File: src/rtl/alu_issue_sequencer.sv
// alu_issue_sequencer: queues ALU commands, drives each onto the
// combinational ALU, waits a settle time, samples and returns results.
// Ports:
//   cmd_valid/cmd_ready/cmd_a/cmd_b/cmd_op : command input handshake
//   alu_a/alu_b/alu_op -> ALU inputs, alu_result/alu_cout <- ALU outputs
//   res_valid/res_ready/res_data/res_cout/res_op : result handshake
//   cmd_count : FIFO occupancy, busy : work queued or in flight
module alu_issue_sequencer #(
  parameter int FIFO_DEPTH    = 4,
  parameter int SETTLE_CYCLES = 1
) (
  input  logic                          clk,
  input  logic                          rst,
  input  logic                          cmd_valid,
  output logic                          cmd_ready,
  input  logic [7:0]                    cmd_a,
  input  logic [7:0]                    cmd_b,
  input  logic [2:0]                    cmd_op,
  output logic [7:0]                    alu_a,
  output logic [7:0]                    alu_b,
  output logic [2:0]                    alu_op,
  input  logic [15:0]                   alu_result,
  input  logic                          alu_cout,
  output logic                          res_valid,
  input  logic                          res_ready,
  output logic [15:0]                   res_data,
  output logic                          res_cout,
  output logic [2:0]                    res_op,
  output logic [$clog2(FIFO_DEPTH):0]   cmd_count,
  output logic                          busy
);

  localparam int PW   = $clog2(FIFO_DEPTH);
  localparam int CNTW = PW + 1;
  localparam int SW   = (SETTLE_CYCLES > 1) ? $clog2(SETTLE_CYCLES) : 1;
  localparam logic [SW-1:0] SETTLE_INIT = SW'(SETTLE_CYCLES - 1);

  typedef struct packed {
    logic [7:0] a;
    logic [7:0] b;
    logic [2:0] op;
  } cmd_t;

  typedef enum logic [1:0] {
    IDLE,
    DRIVE,
    HOLD
  } state_t;

  state_t state, nextState;

  cmd_t            mem [FIFO_DEPTH];
  cmd_t            head;
  logic [PW-1:0]   wrPtr, rdPtr;
  logic [CNTW-1:0] count;
  logic            full, empty;
  logic            push, pop;
  logic            capture;
  logic [SW-1:0]   settleCnt;

  assign full      = (count == CNTW'(FIFO_DEPTH));
  assign empty     = (count == '0);
  assign cmd_ready = !full;
  assign push      = cmd_valid && cmd_ready;
  assign head      = mem[rdPtr];
  assign cmd_count = count;
  assign busy      = (state != IDLE) || !empty;

  // Storage needs no reset; occupancy is tracked by the pointers.
  always_ff @(posedge clk) begin
    if (push) begin
      mem[wrPtr] <= '{a: cmd_a, b: cmd_b, op: cmd_op};
    end
  end

  // Pointers wrap for free because the depth is a power of two.
  always_ff @(posedge clk or posedge rst) begin
    if (rst) begin
      wrPtr <= '0;
      rdPtr <= '0;
      count <= '0;
    end else begin
      if (push) wrPtr <= wrPtr + 1'b1;
      if (pop)  rdPtr <= rdPtr + 1'b1;
      unique case ({push, pop})
        2'b10:   count <= count + 1'b1;
        2'b01:   count <= count - 1'b1;
        default: count <= count;
      endcase
    end
  end

  always_ff @(posedge clk or posedge rst) begin
    if (rst) state <= IDLE;
    else     state <= nextState;
  end

  always_comb begin
    nextState = state;
    pop       = 1'b0;
    capture   = 1'b0;
    unique case (state)
      IDLE: begin
        if (!empty) begin
          pop       = 1'b1;
          nextState = DRIVE;
        end
      end
      DRIVE: begin
        if (settleCnt == '0) begin
          capture   = 1'b1;
          nextState = HOLD;
        end
      end
      HOLD: begin
        // Chain straight into the next command on the same edge.
        if (res_ready) begin
          pop       = !empty;
          nextState = empty ? IDLE : DRIVE;
        end
      end
      default: nextState = IDLE;
    endcase
  end

  always_ff @(posedge clk or posedge rst) begin
    if (rst) begin
      alu_a     <= '0;
      alu_b     <= '0;
      alu_op    <= '0;
      settleCnt <= '0;
      res_valid <= 1'b0;
      res_data  <= '0;
      res_cout  <= 1'b0;
      res_op    <= '0;
    end else begin
      if (pop) begin
        alu_a     <= head.a;
        alu_b     <= head.b;
        alu_op    <= head.op;
        settleCnt <= SETTLE_INIT;
      end else if (state == DRIVE && settleCnt != '0) begin
        settleCnt <= settleCnt - 1'b1;
      end
      if (capture) begin
        res_data  <= alu_result;
        res_cout  <= alu_cout;
        res_op    <= alu_op;
        res_valid <= 1'b1;
      end else if (state == HOLD && res_ready) begin
        res_valid <= 1'b0;
      end
    end
  end

endmodule

File: config.mk
export PLATFORM = sky130hd
export DESIGN_NAME = alu_issue_sequencer
export DESIGN_NICKNAME = d
export VERILOG_FILES = /design/src/rtl/alu_issue_sequencer.sv
export SDC_FILE = /design/constraint.sdc
export NUM_CORES = 1
export LEC_CHECK = 0
export CORE_AREA = 2 2 105 107
export CTS_CLUSTER_SIZE = 24
export DETAILED_ROUTE_END_ITERATION = 10
export DIE_AREA = 0 0 107 109
export GPL_TIMING_DRIVEN = 0
export PLACE_DENSITY = 0.74
export SKIP_LAST_GASP = 1
export SLEW_MARGIN = 20
export SYNTH_ARGS = -nofsm -noshare
export SYNTH_HDL_FRONTEND = slang
export SYNTH_SLANG_ARGS = --single-unit
File: constraint.sdc
create_clock -name clk -period 1.9 [get_ports clk]
set_clock_uncertainty 0.1 [all_clocks]
set_input_delay 0.285 -clock clk [delete_from_list [all_inputs] [get_ports clk]]
set_output_delay 0.285 -clock clk [all_outputs]
set_load 0.01 [all_outputs]
==> flow_summary.toml <==
[routing]
vias_per_cell = 4.949
drt-total-wl_microns = 8452
wl_per_cell_microns = 16.70
dr_total_vias = 2504
dr.pass1.iters = 4
drc_errors = 0
drtIter0Drc = 107
antenna_left = 0

[setup_path]
crit_arrival_ns = 2.50
crit_path_end_kind = "flop"
crit_path_start_kind = "flop"
critPathKind = "reg2reg"
crit_fanout = 4
cp_data_required_time_ns = 2.24

[synthesis]
synthSimpleGateAreaFrac_pct = 2.625
synth_top_area_cell = "edfxtp_1"
synth_mux_area_share_pct = 18.61
yosysWarnings = 0
synth_area_leaders = "edfxtp_1 (47%), dfrtp_1 (26%), mux4_2 (8.4%)"
ys_ff_latch = 126
syn_area_per_cell_sq_um = 20.23
ys.flop_type = "edfxtp_1"
synth-xor-area-share_pct = 1.091
async_reset_ff_share_pct = 39.68
synth-adder-area-share_pct = 1.715
synth_compound_area_share_pct = 0.6237
seq_area_frac_synth_pct = 73.39
synth.distinct_cells = 31
synth_top_area_share_pct = 47.40
synth_edf_count = 76
synth_area_sq_um = 4815
syn-num-nets = 284
synth_top_family_by_area = "multiplexers"
synthCells = 238

[layout]
seq_area_sq_um = 3537
final_area_sq_um = 6545
fin_nets = 399
multi_input_area_sq_um = 1209
syn2layout_area_growth_pct = 35.94
final_cell_mix = "clkdlybuf4s50_1 (79), edfxtp_1 (76), dfrtp_1 (47)"
n_antenna_cell = 0
layout_commonest_cell = "clkdlybuf4s50_1"
drive_gt1_share_pct = 31.97
nFillCells = 778

[pwr]
peakVddDrop_mv = 0.7491
powerDensity_nw_per_um2 = 1732
cellLeakagePower_nw = 2.487
total_power_mw = 11.34

[clocking]
clk_pin_slew_ns = 0.05
clock_path_buffers = 2
cts_buffers = 17
clockRootBuffer = "clkbuf_8"
cts.htree.levels = 4
ctsHoldBuffers = 0
clock_latency_ns = 0.52
tritoncts = "yes"
cts.sinks = 126

[timing]
slew_headroom_pct = 56.46
hold_violations = 0
setup_viol = 79
fmax_ghz = 0.4641
tns_ns = -12.35
worstMarginPinSlew_ns = 0.6531
finalCritPeriodShare_pct = 113.4
fin_ws_ns = -0.2546
slew_viol_final = 0
rsz0062_at_grt = "true"
fin_crit_ns = 2.155

[floorplan]
io_pins = 85
start_util_pct = 45.41
die_x_microns = 107
die_area_sq_um = 11660
core_area_sq_um = 10600
die_y_microns = 109
rows = 38

[place]
place_area_sq_um = 5867
place_congestion = 0.6841
io_buffers = 84
place_hpwl_microns = 5275

[global_routing]
grt_pass1_wl_microns = 13270
antenna_found_initial = 0
grt_usage_pct = 15.82
overflow = 0
grt_max_degree = 27
grt_pass1_vias = 2575

[job]
timing.max_cap.violations = 0

[status]
status = "complete, but fails checks"
failed_checks = "setup timing"

[worst_hold_path]
hold_class = "in2async"
[metrics by stage]
step	util [%]	instances	hold WS, ns	worst slack (ns)
after floorplan	-	238	0.2839	-0.2656
after global placement	55.15	462	0.3670	-0.8908
after detailed placement	55.33	463	0.3775	-0.6812
after CTS	61.31	502	0.05708	-0.2456
after global routing	61.73	506	0.1016	-0.3554
final	61.73	506	0.04654	-0.2546
[critical path, cell delays in order, from the launching register on]
cell	delay (ns)
dfrtp_2	0.44
or3b_4	0.41
and2_4	0.15
inv_2	0.06
ha_4	0.13
inv_2	0.03
fa_2	0.32
xor2_1	0.14
nor2_1	0.13
xor2_1	0.15
[cells by family (layout without fill, tap and decap cells)]
| family | count (synthesis) | after routing |
|---|---|---|
| flip-flops | 126 | 126 |
| multiplexers | 60 | 60 |
| AND/OR/NAND/NOR | 18 | 18 |
| buffers and inverters | 17 | 145 |
| adder cells (fa/ha/maj) | 6 | 6 |
| XOR/XNOR | 6 | 6 |
| AO/OA/AOI/OAI | 5 | 5 |
[synth_stat cells, types with 2 or more instances]
cell and instances:
buf_6 2, mux4_2 18, mux2_2 34, dfrtp_1 50, xor2_1 4, nand2_1 2
buf_4 4, nor2_1 4, inv_1 9, ha_1 5, clkbuf_1 2, o21ai_0 2
edfxtp_1 76, mux2_1 5, xnor2_1 2, and3_2 4
[timing repair]
action | in CTS | in global routing
pin swaps | 5 | 3
hold endpoints to repair | 0 | 0
endpoints found under the setup margin | 5 | 83
resized for setup | 8 | 6
buffers inserted | 7 | 4
[path summary, 6_finish.rpt]
check                                          from                  endpoint  slack, ns  cells past startpoint
setup reg to reg           cmd_count[0]$_DFFE_PP0P_  cmd_count[2]$_DFFE_PP0P_      -0.25                      9
min in group clk                      alu_result[5]   res_data[5]$_DFFE_PP0P_       0.27                      2
setup / recovery           cmd_count[0]$_DFFE_PP0P_  cmd_count[2]$_DFFE_PP0P_      -0.25                      9
hold / removal                                  rst   res_data[0]$_DFFE_PP0P_       0.05                      2
hold reg to reg             res_data[8]$_DFFE_PP0P_   res_data[8]$_DFFE_PP0P_       0.39                      1
max in group asynchronous                       rst  cmd_count[0]$_DFFE_PP0P_       1.11                      3
[final cells by class]
class | instances | share of cell area (%)
Sequential cell | 126 | 54.04
Multi-Input combinational cell | 95 | 18.47
Timing Repair Buffer | 96 | 14.64
Clock buffer | 28 | 8.373
Tap cell | 140 | 2.676
Buffer | 8 | 0.9750
Inverter | 9 | 0.5162
Clock inverter | 4 | 0.3059
[where the power goes]
part | internal, mW | total (mW) | switching (mW) | leakage [nW]
Clock | 1.92 | 2.98 | 1.05 | 0.285
Sequential | 3.85 | 4.27 | 0.412 | 1.28
Combinational | 2.44 | 4.09 | 1.65 | 0.923
Total | 8.22 | 11.3 | 3.12 | 2.49
[per-layer routing]
layer | routed length, microns | part of all wire, % | global-route usage (%) | vias up
li1 | - | - | - | 1144
met1 | 3507 | 41 | 18.94 | 1273
met2 | 4316 | 51 | 25.98 | 78
met3 | 516 | 6.1 | 6.097 | 9
met4 | 112 | 1.3 | 6.401 | 0
met5 | 0 | 0 | 0 | -
[state kept, by name, indices dropped and copies added (netlist names), 2 cells and up]
signal and flops:
res_op 3, alu_b 8, alu_a 8, rdPtr 2
res_data 16, alu_op 3, mem 76, state 2
cmd_count 3, wrPtr 2
No activity file was read; power rests on OpenSTA's default activity.
